`src/rtl/soc_bus_pkg.sv`:
```
// Shared definitions for the single-master SoC bus fabric: FSM encoding,
// default address map and index-width helper.
package soc_bus_pkg;

  typedef enum logic [1:0] {
    ST_IDLE   = 2'd0,
    ST_ACCESS = 2'd1,
    ST_RESP   = 2'd2
  } state_t;

  localparam int MAX_SLAVES = 16;

  // Default map: slave0 ROM, slave1 RAM, slave2 port block, slave3 timer
  localparam logic [4*32-1:0] DEFAULT_BASE =
    {32'hF1000000, 32'hF0000000, 32'h00010000, 32'h00000000};
  localparam logic [4*32-1:0] DEFAULT_MASK =
    {32'hFFFFFFF8, 32'hFFFFFFF0, 32'hFFFF0000, 32'hFFFF0000};

  // clog2 with a floor of one bit so a single-slave build still has an index
  function automatic int idx_width(input int n);
    return (n > 1) ? $clog2(n) : 1;
  endfunction

endpackage

```
`src/rtl/soc_bus_decoder.sv`:
```
// Table-driven base/mask address decoder; the lowest-numbered matching slave wins.
module soc_bus_decoder
  import soc_bus_pkg::*;
#(
  parameter int                        NUM_SLAVES = 4,
  parameter int                        IDX_W      = 2,
  parameter logic [NUM_SLAVES*32-1:0]  SLAVE_BASE = DEFAULT_BASE,
  parameter logic [NUM_SLAVES*32-1:0]  SLAVE_MASK = DEFAULT_MASK
) (
  input  logic [31:0]      addr,
  output logic             hit,
  output logic [IDX_W-1:0] idx
);

  // Scan from the top down so a lower index overwrites any higher match
  always_comb begin
    hit = 1'b0;
    idx = '0;
    for (int i = NUM_SLAVES - 1; i >= 0; i--) begin
      if ((addr & SLAVE_MASK[i*32 +: 32]) == SLAVE_BASE[i*32 +: 32]) begin
        hit = 1'b1;
        idx = IDX_W'(i);
      end
    end
  end

endmodule

```
`src/rtl/soc_bus_fabric.sv`:
```
// Single-master bus fabric: decodes the CPU request, runs one slave access with
// wait states and a timeout, and returns a registered response with error logging.
module soc_bus_fabric
  import soc_bus_pkg::*;
#(
  parameter int                        NUM_SLAVES = 4,
  parameter int                        DATA_W     = 32,
  parameter logic [NUM_SLAVES*32-1:0]  SLAVE_BASE = DEFAULT_BASE,
  parameter logic [NUM_SLAVES*32-1:0]  SLAVE_MASK = DEFAULT_MASK,
  parameter int                        TIMEOUT    = 15,
  parameter logic [15:0]               ERR_MAX    = 16'hFFFF
) (
  input  logic                         clk,
  input  logic                         reset,
  input  logic                         cpu_valid,
  input  logic                         cpu_instr,
  input  logic                         cpu_write,
  input  logic [31:0]                  cpu_addr,
  input  logic [DATA_W-1:0]            cpu_wdata,
  output logic [DATA_W-1:0]            cpu_rdata,
  output logic                         cpu_ready,
  output logic                         cpu_error,
  output logic [NUM_SLAVES-1:0]        slv_sel,
  output logic                         slv_write,
  output logic                         slv_instr,
  output logic [31:0]                  slv_addr,
  output logic [DATA_W-1:0]            slv_wdata,
  input  logic [NUM_SLAVES*DATA_W-1:0] slv_rdata,
  input  logic [NUM_SLAVES-1:0]        slv_ready,
  output logic [31:0]                  err_addr,
  output logic [15:0]                  err_count
);

  localparam int         IDX_W    = idx_width(NUM_SLAVES);
  localparam logic [7:0] LAST_CNT = 8'(TIMEOUT - 1);

  state_t              state;
  logic                dec_hit;
  logic [IDX_W-1:0]    dec_idx;
  logic [IDX_W-1:0]    idx;
  logic [7:0]          wait_cnt;
  logic                ready_sel;
  logic [DATA_W-1:0]   rdata_sel;

  function automatic logic [15:0] sat_inc(input logic [15:0] v);
    return (v >= ERR_MAX) ? v : v + 16'd1;
  endfunction

  soc_bus_decoder #(
    .NUM_SLAVES (NUM_SLAVES),
    .IDX_W      (IDX_W),
    .SLAVE_BASE (SLAVE_BASE),
    .SLAVE_MASK (SLAVE_MASK)
  ) u_decoder (
    .addr (cpu_addr),
    .hit  (dec_hit),
    .idx  (dec_idx)
  );

  // Only the latched slave's handshake and data are observed
  assign ready_sel = slv_ready[idx];
  assign rdata_sel = slv_rdata[idx*DATA_W +: DATA_W];

  always_ff @(posedge clk) begin
    if (!reset) begin
      state     <= ST_IDLE;
      idx       <= '0;
      wait_cnt  <= '0;
      slv_sel   <= '0;
      slv_write <= 1'b0;
      slv_instr <= 1'b0;
      slv_addr  <= '0;
      slv_wdata <= '0;
      cpu_ready <= 1'b0;
      cpu_error <= 1'b0;
      cpu_rdata <= '0;
      err_addr  <= '0;
      err_count <= '0;
    end else begin
      case (state)
        ST_IDLE: begin
          if (cpu_valid) begin
            slv_addr  <= cpu_addr;
            slv_wdata <= cpu_wdata;
            slv_instr <= cpu_instr;
            idx       <= dec_idx;
            wait_cnt  <= '0;
            if (dec_hit) begin
              state     <= ST_ACCESS;
              slv_sel   <= NUM_SLAVES'(1) << dec_idx;
              slv_write <= cpu_write;
            end else begin
              state     <= ST_RESP;
              cpu_ready <= 1'b1;
              cpu_error <= 1'b1;
              cpu_rdata <= '0;
              err_addr  <= cpu_addr;
              err_count <= sat_inc(err_count);
            end
          end
        end

        ST_ACCESS: begin
          if (ready_sel) begin
            state     <= ST_RESP;
            cpu_ready <= 1'b1;
            cpu_error <= 1'b0;
            cpu_rdata <= slv_write ? '0 : rdata_sel;
            slv_sel   <= '0;
            slv_write <= 1'b0;
          end else if (wait_cnt == LAST_CNT) begin
            state     <= ST_RESP;
            cpu_ready <= 1'b1;
            cpu_error <= 1'b1;
            cpu_rdata <= '0;
            slv_sel   <= '0;
            slv_write <= 1'b0;
            err_addr  <= slv_addr;
            err_count <= sat_inc(err_count);
          end else begin
            wait_cnt <= wait_cnt + 8'd1;
          end
        end

        ST_RESP: begin
          // Response is held until the CPU withdraws its request
          if (!cpu_valid) begin
            state     <= ST_IDLE;
            cpu_ready <= 1'b0;
            cpu_error <= 1'b0;
          end
        end

        default: state <= ST_IDLE;
      endcase
    end
  end

endmodule

```
`config.mk`:
```
export PLATFORM = sky130hd
export DESIGN_NAME = soc_bus_fabric
export DESIGN_NICKNAME = d
export VERILOG_FILES = /design/src/rtl/soc_bus_pkg.sv /design/src/rtl/soc_bus_decoder.sv /design/src/rtl/soc_bus_fabric.sv
export SDC_FILE = /design/constraint.sdc
export NUM_CORES = 1
export LEC_CHECK = 0
export CELL_PAD_IN_SITES_DETAIL_PLACEMENT = 0
export CELL_PAD_IN_SITES_GLOBAL_PLACEMENT = 1
export CORE_UTILIZATION = 26
export CTS_CLUSTER_SIZE = 20
export DETAILED_ROUTE_END_ITERATION = 12
export PLACE_DENSITY_LB_ADDON = 0.1
export SYNTH_ARGS = -nofsm -noshare
export SYNTH_HDL_FRONTEND = slang
export SYNTH_SLANG_ARGS = --single-unit
```
`constraint.sdc`:
```
create_clock -name clk -period 1.95 [get_ports clk]
set_input_delay 0.195 -clock clk [delete_from_list [all_inputs] [get_ports clk]]
set_output_delay 0.195 -clock clk [all_outputs]
set_load 0.01 [all_outputs]
```
==> summary.txt <==
Top post-synthesis cells by area: dfxtp_1 (46%), nand2_1 (12%), mux4_2 (10%)
CTS tree: yes
YS warnings: 0
Most common cell after layout, fill and taps aside: clkdlybuf4s50_1
CP peak stage delay: 0.54 ns
Post-synthesis instance area: 7210 um^2
Worst-Margin Slew: 0.648 ns
Layout net count: 1439
Cell row count: 60
First-pass GRT wire length: 42.0 mm
Die height: 169 um
Initial Util: 0.266
Via count: 7511
Clock sink count: 164
Worst vdd rail ir drop: 412 uV
Asr flop ratio synth: 0
Number of synthesized flops with an enable pin: 0
MaxCap Viol Count: 0
Pwr/cell area: 659 nW/um^2
Clock Skews: 0.0140 ns
Syn Nets: 1013
Top cell type's share of synthesized area: 0.455
Cells along the critical path: mux4_2 > nand2_2 > a21boi_4 > nand3_2 > buf_12 > or4_1 > a21oi_1
Worst slew margin: 0.565
Violated checks: setup timing
Worst Setup Start Kind: register
Pins over their slew limit: 0
Cell area after placement: 11700 um^2
Worst setup slack after layout: -0.201 ns
Port-buffer cells: 352
Largest area contributor in the netlist: dfxtp_1
Most frequent cells in the layout: clkdlybuf4s50_1 (334), nand2_1 (226), dfxtp_1 (161)
Total wire length: 27.8 mm
Design area: 12900 um^2
Critical path class: reg2reg
Final period util: 1.10
Area growth from synthesis to final layout: 79.6%
Drt first-iter violations: 348
Post-Synthesis Cells: 809
First-pass iteration count of the detailed router: 5
IO Pins: 353
Outcome: complete, but fails checks
Die area: 28400 um^2
Syn avg cell area: 8.91 um^2
Root buffer cell: clkbuf_16
Data required, critical path: 2.32 ns
Vias in the first global route: 7227
Worst-Skew Late Latency: 0.43 ns
Hold WS: 0.195 ns
Leak: 4.77 nW
Vias per cell: 4.64
Overflow after GRT: 0
Drc violations: 0
Sequential fraction of the synthesis area: 0.455
Die width: 169 um
Fin crit period: 2.15 ns
Hold WC Path Type: in2reg
CP Max Fanout: 15
Reg clk slew, reported paths: 0.07 ns
Setup WS pre-CTS: -0.758 ns
Final hold vios: 0
Final setup vio count: 80
Post-route setup TNS: -8.03 ns
Initial antenna violation count: 0
Share of post-route cells with drive strength above 1: 0.196
Placer Congestion: 0.763
Core area: 27100 um^2
Antenna diode instance count: 0
Routed Antenna Nets: 0
Dominant synthesized flop cell: dfxtp_1
Yosys cell types: 45
CP arrival: 2.52 ns
CTS max path bufs: 2
CP max-delay cell: mux4_2
Max Freq: 0.465 GHz
Largest net degree at the start of global routing: 70
Critical Path Sink Type: register
H-Tree Depth: 4
GRT Overall Usage: 0.190
CTS Buf Count: 17
Post-DR wirelength/cell: 17.1 um
Post-DP HPWL: 19.4 mm
RSZ-0062 raised after global routing: yes
FF+latch count, synth: 164
## where the power goes
group / internal [mW] / switching [mW]
clock: 1.98 / 1.54
sequential: 3.48 / 0.0835
combinational: 0.870 / 0.577
total: 6.33 / 2.20
## critical path, delay by kind of cell (launching register included)
family / cells / cell delay [ns]
buffers and inverters: 1 / 0.16
flip-flops: 1 / 0.34
multiplexers: 1 / 0.54
AND/OR/NAND/NOR: 3 / 0.69
AO/OA/AOI/OAI: 2 / 0.36
## sequential cells by signal (all words and copies together), names as in the netlist
register,flops
slv_instr,1
slv_sel,4
idx,2
cpu_rdata,32
wait_cnt,8
err_addr,32
cpu_error,1
state,2
err_count,16
cpu_ready,1
slv_wdata,32
slv_addr,32
slv_write,1
## layout make-up
cell class	instances	area (um^2)
clock buffer	19	443
clock inverter	13	163
fill	2631	14200
inverter	10	38.8
multi-input combinational	573	3960
sequential	164	3290
tap	372	465
timing repair buffer	469	4590
## what timing repair did
action,in CTS,in global routing
cloned,5,0
setup endpoints to repair,93,98
pin swaps,14,20
resized for setup,56,50
hold buffers,0,0
buffers inserted,14,10
## stage by stage
stage               power, mW  std cells   util
global route             8.92       1620  0.478
detailed placement       4.97       1566  0.433
floorplan                4.08        809      -
finish                   8.53       1620  0.478
CTS                      8.64       1616  0.469
global placement         4.96       1566  0.433
## cell usage after synthesis (15+ instances only)
master,number
nand2_1,227
dfxtp_1,164
a21oi_1,78
nor2_1,49
clkbuf_1,46
mux4_2,33
a22o_1,32
a311oi_1,32
nand3_1,18
nor3_1,15
## logic make-up (layout without fill, tap and decap cells)
family / after synthesis / count (layout) / share of synthesized area
adder cells (fa/ha/maj): 3 / 3 / 0.00521
XOR/XNOR: 5 / 5 / 0.00608
flip-flops: 164 / 164 / 0.455
AO/OA/AOI/OAI: 163 / 163 / 0.153
buffers and inverters: 73 / 511 / 0.0460
AND/OR/NAND/NOR: 358 / 359 / 0.217
multiplexers: 43 / 43 / 0.117
## path summary, 6_finish.rpt
kind,from,endpoint,slack (ns),cells after the start
setup / recovery,idx[0],err_count[13],-0.20,7
hold / removal,cpu_addr[20],slv_addr[20],0.19,3
setup reg to reg,idx[0],err_count[13],-0.20,7
hold reg to reg,cpu_error,cpu_error,0.45,2
## per-layer routing
metal  routed length (um)  GRT usage  part of all wire  vias up
li1                     -          -                 -     3715
met1                11400      0.229              0.41     3558
met2                14100      0.329              0.51      226
met3                 2110     0.0610             0.076       12
met4                  199     0.0455            0.0072        0
met5                    0          0                 0        -
No activity file was read; power rests on OpenSTA's default activity.
